<file path="src/rtl/spi_slave_param_if.sv">
// Bus bundle for spi_slave_param: SPI pins, transmit handshake, receive
// strobe and frame status. The slave modport is the view seen by the block
// itself; the master modport is the view of the SPI master plus on-chip user.
interface spi_slave_param_if #(
  parameter int DATA_WIDTH = 8
);
  logic                  cpol;
  logic                  cpha;
  logic [DATA_WIDTH-1:0] tx_data;
  logic                  tx_valid;
  logic                  tx_ack;
  logic                  tx_underrun;
  logic [DATA_WIDTH-1:0] rx_data;
  logic                  rx_valid;
  logic                  busy;
  logic                  frame_done;
  logic                  frame_err;
  logic                  miso;
  logic                  miso_oe;
  logic                  ss;
  logic                  sck;
  logic                  mosi;

  modport slave (
    input  cpol, cpha, tx_data, tx_valid, ss, sck, mosi,
    output tx_ack, tx_underrun, rx_data, rx_valid, busy,
           frame_done, frame_err, miso, miso_oe
  );

  modport master (
    output cpol, cpha, tx_data, tx_valid, ss, sck, mosi,
    input  tx_ack, tx_underrun, rx_data, rx_valid, busy,
           frame_done, frame_err, miso, miso_oe
  );
endinterface

</file>
<file path="src/rtl/spi_slave_param.sv">
// Parametrised SPI slave, all four modes, multi-word bursts per ss frame.
// SPI pins are oversampled in the clk domain; edges are found on the
// synchronised sck. Transmit words come through a valid/ack handshake.
module spi_slave_param #(
  parameter int DATA_WIDTH  = 8,
  parameter int SYNC_STAGES = 2,
  parameter bit MSB_FIRST   = 1'b1
) (
  input logic            clk,
  input logic            rst_n,
  spi_slave_param_if.slave bus
);
  localparam int CNT_W = $clog2(DATA_WIDTH + 1);

  typedef enum logic {IDLE, ACTIVE} state_t;

  state_t                state_q, state_d;
  logic [SYNC_STAGES-1:0] sck_sync, ss_sync, mosi_sync;
  logic                  sck_prev, ss_prev;
  logic                  cpol_l, cpha_l;
  logic [CNT_W-1:0]      bit_cnt;
  logic [DATA_WIDTH-1:0] tx_shift, rx_shift, rx_next, rx_data_q, load_word;
  logic                  miso_q, tx_ack_q, tx_underrun_q, rx_valid_q;
  logic                  frame_done_q, frame_err_q;
  logic                  sck_s, ss_s, mosi_s;
  logic                  sck_rise, sck_fall, lead_edge, trail_edge;
  logic                  sample_edge, shift_edge, ss_fall, ss_rise;
  logic                  word_last, start_load, burst_load, do_load, load_cpha;

  function automatic logic first_bit(input logic [DATA_WIDTH-1:0] w);
    return MSB_FIRST ? w[DATA_WIDTH-1] : w[0];
  endfunction

  function automatic logic [DATA_WIDTH-1:0] shift_out(input logic [DATA_WIDTH-1:0] w);
    return MSB_FIRST ? {w[DATA_WIDTH-2:0], 1'b0} : {1'b0, w[DATA_WIDTH-1:1]};
  endfunction

  // Synchronise the SPI pins and keep one cycle of history for edge detection.
  // ss history resets low, so a frame already running when reset releases
  // produces no falling edge until ss has been seen high again.
  always_ff @(posedge clk or negedge rst_n) begin
    if (!rst_n) begin
      sck_sync  <= '0;
      ss_sync   <= '0;
      mosi_sync <= '0;
      sck_prev  <= 1'b0;
      ss_prev   <= 1'b0;
    end else begin
      // NOTE: non-blocking assignments make every flop sample the pre-edge
      // value, so the synchroniser chain shifts by exactly one stage per clk.
      sck_sync  <= {sck_sync[SYNC_STAGES-2:0], bus.sck};
      ss_sync   <= {ss_sync[SYNC_STAGES-2:0], bus.ss};
      mosi_sync <= {mosi_sync[SYNC_STAGES-2:0], bus.mosi};
      sck_prev  <= sck_sync[SYNC_STAGES-1];
      ss_prev   <= ss_sync[SYNC_STAGES-1];
    end
  end

  assign sck_s  = sck_sync[SYNC_STAGES-1];
  assign ss_s   = ss_sync[SYNC_STAGES-1];
  assign mosi_s = mosi_sync[SYNC_STAGES-1];

  assign sck_rise    = ~sck_prev & sck_s;
  assign sck_fall    = sck_prev & ~sck_s;
  assign ss_fall     = ss_prev & ~ss_s;
  assign ss_rise     = ~ss_prev & ss_s;
  assign lead_edge   = cpol_l ? sck_fall : sck_rise;
  assign trail_edge  = cpol_l ? sck_rise : sck_fall;
  assign sample_edge = cpha_l ? trail_edge : lead_edge;
  assign shift_edge  = cpha_l ? lead_edge : trail_edge;

  assign rx_next    = MSB_FIRST ? {rx_shift[DATA_WIDTH-2:0], mosi_s}
                                : {mosi_s, rx_shift[DATA_WIDTH-1:1]};
  assign word_last  = (bit_cnt == CNT_W'(DATA_WIDTH - 1));
  assign start_load = (state_q == IDLE) && ss_fall;
  assign burst_load = (state_q == ACTIVE) && !ss_rise && sample_edge && word_last;
  assign do_load    = start_load || burst_load;
  // At frame start the mode is latched in the same cycle, so use the pin.
  assign load_cpha  = (state_q == IDLE) ? bus.cpha : cpha_l;
  assign load_word  = bus.tx_valid ? bus.tx_data : '0;

  // Frame state register.
  always_ff @(posedge clk or negedge rst_n) begin
    if (!rst_n) state_q <= IDLE;
    else        state_q <= state_d;
  end

  // Next-state logic: ss falling opens a frame, ss rising closes it.
  always_comb begin
    // NOTE: default first so every path assigns state_d and no latch is inferred.
    state_d = state_q;
    case (state_q)
      IDLE:    if (ss_fall) state_d = ACTIVE;
      ACTIVE:  if (ss_rise) state_d = IDLE;
      default: state_d = IDLE;
    endcase
  end

  // Datapath: shifting, bit counting, word loads and status pulses.
  always_ff @(posedge clk or negedge rst_n) begin
    if (!rst_n) begin
      cpol_l        <= 1'b0;
      cpha_l        <= 1'b0;
      bit_cnt       <= '0;
      tx_shift      <= '0;
      rx_shift      <= '0;
      rx_data_q     <= '0;
      miso_q        <= 1'b0;
      tx_ack_q      <= 1'b0;
      tx_underrun_q <= 1'b0;
      rx_valid_q    <= 1'b0;
      frame_done_q  <= 1'b0;
      frame_err_q   <= 1'b0;
    end else begin
      tx_ack_q      <= 1'b0;
      tx_underrun_q <= 1'b0;
      rx_valid_q    <= 1'b0;
      frame_done_q  <= 1'b0;
      frame_err_q   <= 1'b0;
      case (state_q)
        IDLE: begin
          miso_q <= 1'b0;
          if (ss_fall) begin
            cpol_l  <= bus.cpol;
            cpha_l  <= bus.cpha;
            bit_cnt <= '0;
          end
        end
        ACTIVE: begin
          if (ss_rise) begin
            // ss wins over any sck edge seen in the same cycle.
            frame_done_q <= 1'b1;
            frame_err_q  <= (bit_cnt != '0);
            bit_cnt      <= '0;
            miso_q       <= 1'b0;
          end else if (sample_edge) begin
            rx_shift <= rx_next;
            if (word_last) begin
              rx_data_q  <= rx_next;
              rx_valid_q <= 1'b1;
              bit_cnt    <= '0;
            end else begin
              bit_cnt <= bit_cnt + 1'b1;
            end
          end else if (shift_edge && (cpha_l || bit_cnt != '0)) begin
            // In CPHA=0 the trailing edge after a completed word must not
            // disturb the first bit already presented by the word load.
            miso_q   <= first_bit(tx_shift);
            tx_shift <= shift_out(tx_shift);
          end
        end
        default: ;
      endcase
      if (do_load) begin
        tx_ack_q      <= bus.tx_valid;
        tx_underrun_q <= ~bus.tx_valid;
        if (!load_cpha) begin
          miso_q   <= first_bit(load_word);
          tx_shift <= shift_out(load_word);
        end else begin
          tx_shift <= load_word;
        end
      end
    end
  end

  assign bus.tx_ack      = tx_ack_q;
  assign bus.tx_underrun = tx_underrun_q;
  assign bus.rx_data     = rx_data_q;
  assign bus.rx_valid    = rx_valid_q;
  assign bus.busy        = (state_q == ACTIVE);
  assign bus.miso_oe     = (state_q == ACTIVE);
  assign bus.frame_done  = frame_done_q;
  assign bus.frame_err   = frame_err_q;
  assign bus.miso        = miso_q;
endmodule

</file>
<file path="src/flat_wrapper.sv">
// flat-port wrapper written by rule: the top's interface ports become plain ports
module spi_slave_param_flat 
#(
  parameter int DATA_WIDTH  = 8,
  parameter int SYNC_STAGES = 2,
  parameter bit MSB_FIRST   = 1'b1
)
  (clk, rst_n, bus_cpol, bus_cpha, bus_tx_data, bus_tx_valid, bus_ss, bus_sck, bus_mosi, bus_tx_ack, bus_tx_underrun, bus_rx_data, bus_rx_valid, bus_busy, bus_frame_done, bus_frame_err, bus_miso, bus_miso_oe);
  spi_slave_param_if #(.DATA_WIDTH(DATA_WIDTH)) bus_i ();
  input logic clk;
  input logic rst_n;
  input wire logic [$bits(bus_i.cpol)-1:0] bus_cpol;
  input wire logic [$bits(bus_i.cpha)-1:0] bus_cpha;
  input wire logic [$bits(bus_i.tx_data)-1:0] bus_tx_data;
  input wire logic [$bits(bus_i.tx_valid)-1:0] bus_tx_valid;
  input wire logic [$bits(bus_i.ss)-1:0] bus_ss;
  input wire logic [$bits(bus_i.sck)-1:0] bus_sck;
  input wire logic [$bits(bus_i.mosi)-1:0] bus_mosi;
  output wire logic [$bits(bus_i.tx_ack)-1:0] bus_tx_ack;
  output wire logic [$bits(bus_i.tx_underrun)-1:0] bus_tx_underrun;
  output wire logic [$bits(bus_i.rx_data)-1:0] bus_rx_data;
  output wire logic [$bits(bus_i.rx_valid)-1:0] bus_rx_valid;
  output wire logic [$bits(bus_i.busy)-1:0] bus_busy;
  output wire logic [$bits(bus_i.frame_done)-1:0] bus_frame_done;
  output wire logic [$bits(bus_i.frame_err)-1:0] bus_frame_err;
  output wire logic [$bits(bus_i.miso)-1:0] bus_miso;
  output wire logic [$bits(bus_i.miso_oe)-1:0] bus_miso_oe;
  assign bus_i.cpol = bus_cpol;
  assign bus_i.cpha = bus_cpha;
  assign bus_i.tx_data = bus_tx_data;
  assign bus_i.tx_valid = bus_tx_valid;
  assign bus_i.ss = bus_ss;
  assign bus_i.sck = bus_sck;
  assign bus_i.mosi = bus_mosi;
  assign bus_tx_ack = bus_i.tx_ack;
  assign bus_tx_underrun = bus_i.tx_underrun;
  assign bus_rx_data = bus_i.rx_data;
  assign bus_rx_valid = bus_i.rx_valid;
  assign bus_busy = bus_i.busy;
  assign bus_frame_done = bus_i.frame_done;
  assign bus_frame_err = bus_i.frame_err;
  assign bus_miso = bus_i.miso;
  assign bus_miso_oe = bus_i.miso_oe;
  spi_slave_param #(.DATA_WIDTH(DATA_WIDTH), .SYNC_STAGES(SYNC_STAGES), .MSB_FIRST(MSB_FIRST)) u_core (.clk(clk), .rst_n(rst_n), .bus(bus_i));
endmodule
</file>
<file path="config.mk">
export PLATFORM = sky130hd
export DESIGN_NAME = spi_slave_param_flat
export DESIGN_NICKNAME = d
export VERILOG_FILES = /design/src/rtl/spi_slave_param_if.sv /design/src/rtl/spi_slave_param.sv /design/src/flat_wrapper.sv
export SDC_FILE = /design/constraint.sdc
export NUM_CORES = 1
export LEC_CHECK = 0
export CAP_MARGIN = 10
export CELL_PAD_IN_SITES_DETAIL_PLACEMENT = 1
export CELL_PAD_IN_SITES_GLOBAL_PLACEMENT = 1
export CORE_MARGIN = 2
export CORE_UTILIZATION = 42
export DETAILED_ROUTE_END_ITERATION = 16
export HOLD_SLACK_MARGIN = 0.06
export PLACE_DENSITY_LB_ADDON = 0.1
export SKIP_LAST_GASP = 1
export SYNTH_ARGS = -nofsm -noshare
export SYNTH_HDL_FRONTEND = slang
export SYNTH_SLANG_ARGS = --single-unit
</file>
<file path="constraint.sdc">
create_clock -name clk -period 2.55 [get_ports clk]
set_clock_uncertainty 0.1 [all_clocks]
set_input_delay 0.51 -clock clk [delete_from_list [all_inputs] [get_ports clk]]
set_output_delay 0.51 -clock clk [all_outputs]
set_load 0.01 [all_outputs]
</file>
==> results of run 1 <==
[per-layer routing]
metal	vias up	track usage	part of all wire
met4	0	0.05952	0.010
met1	726	0.2052	0.46
met5	-	0	0
met2	27	0.2714	0.49
li1	687	-	-
met3	4	0.03930	0.040
[cells by family after synthesis]
family / after synthesis / synth area share
DFF: 44 / 0.5282
muxes: 28 / 0.1489
xor gates and xnor gates: 1 / 0.004202
AOI/OAI and AO/OA: 34 / 0.1477
and+or+nand+nor: 43 / 0.1044
buffers and inverters: 21 / 0.04982
adders and majority gates: 3 / 0.01680
[power by group]
| part | switching [uW] | internal (uW) |
|---|---|---|
| clock | 231 | 216 |
| sequential | 92.7 | 812 |
| combinational | 183 | 220 |
[Yosys cell counts, types with 2 or more instances]
| library cell | number |
|---|---|
| or3b_2 | 2 |
| buf_2 | 2 |
| a211o_1 | 2 |
| nor3_1 | 2 |
| nand3b_1 | 2 |
| a221oi_2 | 7 |
| mux2_1 | 3 |
| nand3_1 | 2 |
| a22oi_1 | 7 |
| mux2i_1 | 4 |
| and2_1 | 3 |
| nand2_1 | 9 |
| nor2b_1 | 2 |
| inv_1 | 12 |
| nor2_1 | 13 |
| ha_1 | 2 |
| clkbuf_1 | 2 |
| nand2b_1 | 5 |
| a21oi_1 | 6 |
| mux2_2 | 21 |
| a31oi_1 | 2 |
| dfrtp_1 | 44 |
| a211oi_1 | 3 |
| buf_4 | 4 |
[registers in the layout (all words and copies together) (netlist names)]
signal,cells
u_core.bus.frame_done,1
u_core.bus.tx_ack,1
u_core.bus.busy,1
u_core.ss_prev,1
u_core.bus.rx_data,8
u_core.sck_prev,1
u_core.bit_cnt,4
u_core.sck_sync,2
u_core.ss_sync,2
u_core.rx_shift,7
u_core.mosi_sync,2
u_core.bus.tx_underrun,1
u_core.bus.miso,1
u_core.bus.rx_valid,1
u_core.cpha_l,1
u_core.cpol_l,1
u_core.bus.frame_err,1
u_core.tx_shift,8
[cell type report]
type | count | area (um^2)
clock inverter | 2 | 10.01
inverter | 12 | 45.04
timing repair buffer | 38 | 357.8
clock buffer | 6 | 82.58
tap | 67 | 83.83
sequential | 44 | 1101
fill | 510 | 2195
multi-input combinational | 109 | 879.6
[metrics by stage]
stage / setup WS [ns] / hold WS (ns) / total power, uW / cell area (um^2)
after floorplan: 0.5893 / 0.1144 / 1190 / 2085
after global placement: 0.4562 / 0.2335 / 1303 / 2467
after detailed placement: 0.4436 / 0.2393 / 1327 / 2467
after CTS: 0.3265 / 0.2096 / 1782 / 2560
after global routing: 0.2024 / 0.2135 / 1864 / 2560
final: 0.3392 / 0.1914 / 1755 / 2560
[path summary, 6_finish.rpt]
path	startpoint	end	slack (ns)	cells after the start
setup / recovery	u_core.bus.busy	bus_miso_oe	0.34	1
hold / removal	rst_n	u_core.bit_cnt[2]	0.19	2
setup reg to reg	u_core.bit_cnt[0]	u_core.bus.rx_data[5]	0.41	5
hold reg to reg	u_core.sck_sync[0]	u_core.sck_sync[1]	0.26	0
max in group asynchronous	rst_n	u_core.bus.rx_data[0]	1.78	2
min in group clk	u_core.sck_sync[0]	u_core.sck_sync[1]	0.26	0
==> summary.md, run 1 <==
| Metric | Value |
|---|---|
| Reg clk slew, reported paths | `0.08 ns` |
| WL per Instance | `between 10 and 15 um` |
| Final nets | `228` |
| Layout Cells excl Fill | `278` |
| Syn Inst Count | `174` |
| First-pass GRT wire length | `approximately 6900 um` |
| Synth top area share | `0.5282` |
| CP required | `1.94 ns` |
| Hold-fix buffers, CTS | `0` |
| EDFF count, synth | `0` |
| Final Critical Period | `roughly 2.2 ns` |
| Area contributors post-synth | `dfrtp_1, mux2_2, a221oi_2, a22oi_1, nor2_1` |
| Placed insts | `270` |
| Number of port buffers | `31` |
| DRC | `0` |
| Cell taking the most area after synthesis | `dfrtp_1` |
| Crit path cell chain | `clkdlybuf4s50_1` |
| Syn_nets | `between 150 and 200` |
| Synth Cell Area | `about 0.0021 mm^2` |
| PD cells | `approximately 690 mW/mm^2` |
| Post-Route Setup TNS | `0 ns` |
| Peak supply drop | `slightly above 0.3 mV` |
| Ant. Diodes | `0` |
| Finished Core Util | `0.5384` |
| Pleak | `roughly 0.0012 uW` |
| Post-cts gate resize count | `0` |
| Largest net degree at the start of global routing | `45` |
| Max FO, Critical Path | `16` |
| Ys async rst share | `1.000` |
| Most frequent cells in the layout | `dfrtp_1, clkdlybuf4s50_1, mux2_2` |
| Crit path DAT | `1.60 ns` |
| Htree depth | `2` |
| Final Hold Violating Endpoints | `0` |
| Grt total ovfl | `0` |
| Clk sink count | `44` |
| Max Transition Viols Final | `0` |
| Latest clock arrival within the worst-skew pair | `around 0.29 ns` |
| DR vias/cell | `5.194` |
| Final WL | `just over 4000 um` |
| Full die area | `0.005543 mm^2` |
| DIE HEIGHT | `around 74 um` |
| Synth Register Bits | `44` |
| Worst min-delay path class | `primary input to asynchronous set/reset pin` |
| All-layer global routing usage | `0.1625` |
| Vias in the first global route | `1447` |
| Area growth syn-to-layout | `22.81%` |
| Core area | `between 0.004 and 0.005 mm^2` |
| Synth warn | `0` |
| Die Wd | `74.45 um` |
| Cell variety after synth | `37` |
| Crit start category | `register` |
| Status | `finished clean` |
| Starting DRT DRC Count | `52` |
| CP max stage delay | `~0.67 ns` |
| Total number of vias | `~1400` |
| Initial Util | `0.4384` |
| Slowest CP cell | `dfrtp_1` |
| Num rows | `25` |
| Critical path's top delay family | `flip-flops` |
| Commonest non-fill, non-tap cell in the layout | `dfrtp_1` |
| Synthesized area per cell | `around 12 um^2` |
| Antenna violations before repair | `0` |
| Register area share after synthesis | `0.5282` |
| CTS tree | `done` |
| Max clock buf depth | `2` |
| Top_reg_cell synth | `dfrtp_1` |
| WS Path Type | `register to primary output` |
| Final HPWL DP | `slightly below 3000 um` |
| Share of layout cells above drive strength 1 | `0.2322` |
| Fmax | `452.3 MHz` |
| # IOs | `32` |
| # Post-CTS Setup Buffers | `0` |
| Length of the first detailed-routing pass in iterations | `4` |
| RSZ-0062 raised after global routing | `no` |
| Final GP Congestion | `about 0.80` |
| Relative slew margins | `0.6318` |
| Final Cycle Share | `0.8670` |
| Final setup fails | `0` |
| DRT antenna net count | `0` |
| CTS root buffer | `clkbuf_8` |
| CTS Buf Count | `5` |
| Worst Tran Pin Value | `~0.55 ns` |
| Max Cap Viol | `0` |
| Setup crit end kind | `primary output` |
| Buf/Inv on CP | `1` |
Note: power is estimated with default switching activity, not from simulation.
==> run 2, diff against run 1 <==
- CTS_CLUSTER_DIAMETER: default -> 100
==> results of run 2 <==
No change in the layout: final DEF, timing and power equal those of run 1.
==> RTL change 1: new RTL, settings of run 2 <==
`SYNC_STAGES` is set to 2 in 2 places; all go to 4.
--- a/src/rtl/spi_slave_param.sv
+++ b/src/rtl/spi_slave_param.sv
@@ -4,5 +4,5 @@
 module spi_slave_param #(
   parameter int DATA_WIDTH  = 8,
-  parameter int SYNC_STAGES = 2,
+  parameter int SYNC_STAGES = 4,
   parameter bit MSB_FIRST   = 1'b1
 ) (
--- a/src/flat_wrapper.sv
+++ b/src/flat_wrapper.sv
@@ -3,5 +3,5 @@
 #(
   parameter int DATA_WIDTH  = 8,
-  parameter int SYNC_STAGES = 2,
+  parameter int SYNC_STAGES = 4,
   parameter bit MSB_FIRST   = 1'b1
 )
Formal check against the unedited RTL: not equivalent (a bounded check fails within 10 cycles, from zero or initial values and one cycle with rst_n low).
==> RTL change 1 against run 2 <==
  * Wire length rose by 1.7%
  * Global-route usage rose by 1.5 points
  * Sequential cell count rose by 6
  * Design area fell by 0.29%
  * Synthesized area fell by 0.78%
  * Sequential share of layout area rose by 6.0 points
  * Total power rose by 8.0%
  * Worst setup slack got worse by 59 ps
  * Cell count fell by 7.9%
  * Critical path type is now reg2reg
==> RTL change 1: results <==
export IMPL_r2r_start="u_core.bit_cnt[1]$_DFFE_PN0P_"
export IMPL_seq_area_frac_synth=0.6050
export IMPL_p_seq_frac=0.546
export IMPL_clkTransAtPathRegs_ps=100
export IMPL_path_max_fanout=19
export IMPL_wl_met2_um=2090
export IMPL_grt_max_degree=30
export IMPL_slowest_stage="a31oi_2"
export IMPL_slew_headroom=0.4192
export IMPL_first_iter_violations=31
export IMPL_critPathArrivalTime_ps=2370
export IMPL_synth_commonest_cells="dfrtp_1 (50), mux2_2 (24), a21oi_1 (15), mux2i_1 (8)"
export IMPL_power_internal_mw=1.339
export IMPL_placed_area_sq_mm=0.002457
export IMPL_status="complete, no violations"
export IMPL_via_per_inst=5.121
export IMPL_drt_wl_total_um=4168
export IMPL_grt_pass1_wl_um=7113
export IMPL_grt_use_total=0.1770
export IMPL_grt_pass1_vias=1502
export IMPL_peakVddDrop_mv=0.3760
export IMPL_synth_nets=170
export IMPL_clock_latency_ps=320
export IMPL_pwr_share_comb=0.196
export IMPL_met1Wirelength_um=1838
export IMPL_synthTopCellsByArea="dfrtp_1 (60%), mux2_2 (13%), mux2i_1 (3.9%), a21oi_1 (3.6%), ha_1 (1.2%)"
export IMPL_finalNetCount=206
RTL change 1: layout make-up:
type | instances | area (sq um)
fill | 509 | 2171
clock inverter | 3 | 26.28
inverter | 4 | 15.01
sequential | 50 | 1251
clock buffer | 5 | 68.82
multi-input combinational | 93 | 767.0
tap | 67 | 83.83
timing repair buffer | 34 | 340.3
RTL change 1: cells by family (layout without fill, tap and decap cells):
family	after synthesis	count (layout)	synth area share
buffers and inverters	9	46	0.02419
xor gates and xnor gates	1	1	0.004235
adders and majority gates	3	3	0.01694
AOI/OAI and AO/OA	27	27	0.07925
muxes	34	34	0.1833
and+or+nand+nor	28	28	0.08711
DFF	50	50	0.6050
RTL change 1: per-stage QoR:
stage	total power [mW]	setup slack, ps	hold WS, ps	util	instances
after floorplan	1.278	710.5	114.4	-	152
after CTS	1.920	230.8	91.43	0.5404	256
after detailed placement	1.432	258.5	237.3	0.5203	248
after global placement	1.396	402.0	232.1	0.5203	248
after global routing	2.003	95.70	96.24	0.5404	256
final	1.895	279.8	81.86	0.5404	256
RTL change 1: layer usage:
metal | GRT usage | up-vias
met5 | 0 | -
met4 | 0.07677 | 0
met3 | 0.04743 | 10
met2 | 0.2946 | 23
met1 | 0.2178 | 664
li1 | - | 614
RTL change 1: final timing paths:
kind,to,slack (ps),depth (start not counted)
max in group asynchronous,u_core.bus.busy$_DFF_PN0_,1710,2
setup / recovery,u_core.bus.miso$_DFF_PN0_,280,6
hold / removal,u_core.bus.rx_valid$_DFF_PN0_,80,1
setup reg to reg,u_core.bus.miso$_DFF_PN0_,280,6
hold reg to reg,u_core.ss_sync[3]$_DFF_PN0_,260,0
min in group clk,u_core.ss_sync[3]$_DFF_PN0_,260,0
==> RTL change 2: new RTL, settings of run 2 <==
Without the edit above. Reset style: synchronous (`rst_n`), changed in 3 clocked blocks.
--- a/src/rtl/spi_slave_param.sv
+++ b/src/rtl/spi_slave_param.sv
@@ -39,5 +39,5 @@
   // ss history resets low, so a frame already running when reset releases
   // produces no falling edge until ss has been seen high again.
-  always_ff @(posedge clk or negedge rst_n) begin
+  always_ff @(posedge clk) begin
     if (!rst_n) begin
       sck_sync  <= '0;
@@ -81,5 +81,5 @@
 
   // Frame state register.
-  always_ff @(posedge clk or negedge rst_n) begin
+  always_ff @(posedge clk) begin
     if (!rst_n) state_q <= IDLE;
     else        state_q <= state_d;
@@ -98,5 +98,5 @@
 
   // Datapath: shifting, bit counting, word loads and status pulses.
-  always_ff @(posedge clk or negedge rst_n) begin
+  always_ff @(posedge clk) begin
     if (!rst_n) begin
       cpol_l        <= 1'b0;
Check against the original RTL: differs if rst_n is asserted again (counterexample within 10 cycles, from zero or initial values and one cycle with rst_n low); with rst_n held inactive, the same outputs for 10 cycles.
==> RTL change 2 against run 2 <==
  * Worst setup slack got worse by 170 ps
  * Die area decreased by 3.8%
  * Critical endpoint is now u_core.tx_shift[1]$_SDFFE_PN0P_
  * Sequential cell count unchanged
  * Count of clock-buffer cells in the layout is the same
  * Synthesized area shrank 4.0%
  * Critical path depth grew 7
  * Design area shrank 3.3%
  * Wire length rose by 8.7%
Power is not compared: it rests on default switching activity, and its combinational part moved more than twofold at a synthesized area within 25%.
==> RTL change 2: results <==
export IMPL_place_gp_congestion=0.7636
export IMPL_async_flop_share=0
export IMPL_synth_nets=233
export IMPL_placed_area_sq_mm=0.002349
export IMPL_multi_input_area_share=0.4123
export IMPL_yosys_mux_area_fraction=0.1026
export IMPL_dr_wl_met3_um=143
export IMPL_min_path_type="reg2reg"
export IMPL_comb_power_uw=101
export IMPL_status="complete, no violations"
export IMPL_avgSynthCellArea_sq_um=9.305
export IMPL_regToRegSetupSlack_ps=170
export IMPL_drive_gt1_frac=0.09756
export IMPL_inverters_excl_clock=3
export IMPL_synth_xor_area_frac=0.004378
export IMPL_r2r_cells=8
export IMPL_slowest_stage="dfxtp_1"
export IMPL_grt_pass1_vias=1723
export IMPL_synth_distinct_cells=40
export IMPL_r2r_end="u_core.tx_shift[1]$_SDFFE_PN0P_"
export IMPL_r2r_start="u_core.bit_cnt[0]$_SDFFE_PN0P_"
export IMPL_synth_compound_area_frac=0.1626
export IMPL_clock_cell_area_share=0.04346
export IMPL_utilization=0.5313
export IMPL_slew_headroom=0.6680
export IMPL_finalNetCount=263
export IMPL_synth_commonest_cells="dfxtp_1 (44), nand2_1 (42), a21boi_1 (16), and2_1 (11), nand3_1 (11)"
export IMPL_place_hpwl_um=3098
export IMPL_hold_slack_ps=338.1
export IMPL_drt_wl_total_um=4452
export IMPL_path_max_fanout=8
export IMPL_instances_no_fill=300
export IMPL_seq_share=0.3557
export IMPL_slowest_delay_ps=440
export IMPL_grtUsageMet3=0.04420
export IMPL_num_fill_cells=531
export IMPL_first_iter_violations=70
export IMPL_wl_met2_um=2229
export IMPL_synth_fa_ha_area_frac=0.01251
export IMPL_grt_use_total=0.1878
export IMPL_globalRouteMet2Util=0.3243
export IMPL_die_x_um=73.02
export IMPL_globalRouteMet1Util=0.2171
[RTL change 2: changes by cell type in the layout (fill, tap and decap cells not counted), sizes merged, moves of 8 or more]
cell | run 2 | this run
nand3 | 2 | 11
mux2 | 24 | 14
dfxtp | 0 | 44
a21boi | 1 | 16
and2 | 3 | 11
inv | 12 | 3
nand2 | 9 | 42
dfrtp | 44 | 0
[RTL change 2: how the worst max path moves through the flow]
stage / from / slack [ps] / endpoint / cells past startpoint
detailed placement: u_core.bit_cnt[0]$_SDFFE_PN0P_ / 130 / u_core.tx_shift[1]$_SDFFE_PN0P_ / 7
global placement: u_core.bit_cnt[0]$_SDFFE_PN0P_ / 220 / u_core.tx_shift[3]$_SDFFE_PN0P_ / 7
global route: u_core.bit_cnt[0]$_SDFFE_PN0P_ / 50 / u_core.tx_shift[3]$_SDFFE_PN0P_ / 8
floorplan: u_core.bit_cnt[0]$_SDFFE_PN0P_ / 350 / u_core.tx_shift[1]$_SDFFE_PN0P_ / 7
CTS: u_core.bit_cnt[0]$_SDFFE_PN0P_ / 110 / u_core.tx_shift[1]$_SDFFE_PN0P_ / 7
finish: u_core.bit_cnt[0]$_SDFFE_PN0P_ / 170 / u_core.tx_shift[1]$_SDFFE_PN0P_ / 8
[RTL change 2: cell families (layout without fill, tap and decap cells)]
kind of cell    after synthesis  in the layout
mux                          18             18
flops                        44             44
compound gates               38             38
xor+xnor                      1              1
buf+inv                      18             49
fa+ha+maj                     2              2
simple gates                 94             94
[RTL change 2: timing repair]
action | CTS | global route
hold buffers | 0 | 0
endpoints found under the setup margin | 0 | 7
setup buffers | 0 | 1
[RTL change 2: worst max-delay path, delay by kind of cell (launching register included)]
family,cells,cell delay [ps]
fa+ha+maj,1,190
simple gates,1,170
compound gates,3,830
buf+inv,2,240
flops,1,440
mux,1,320
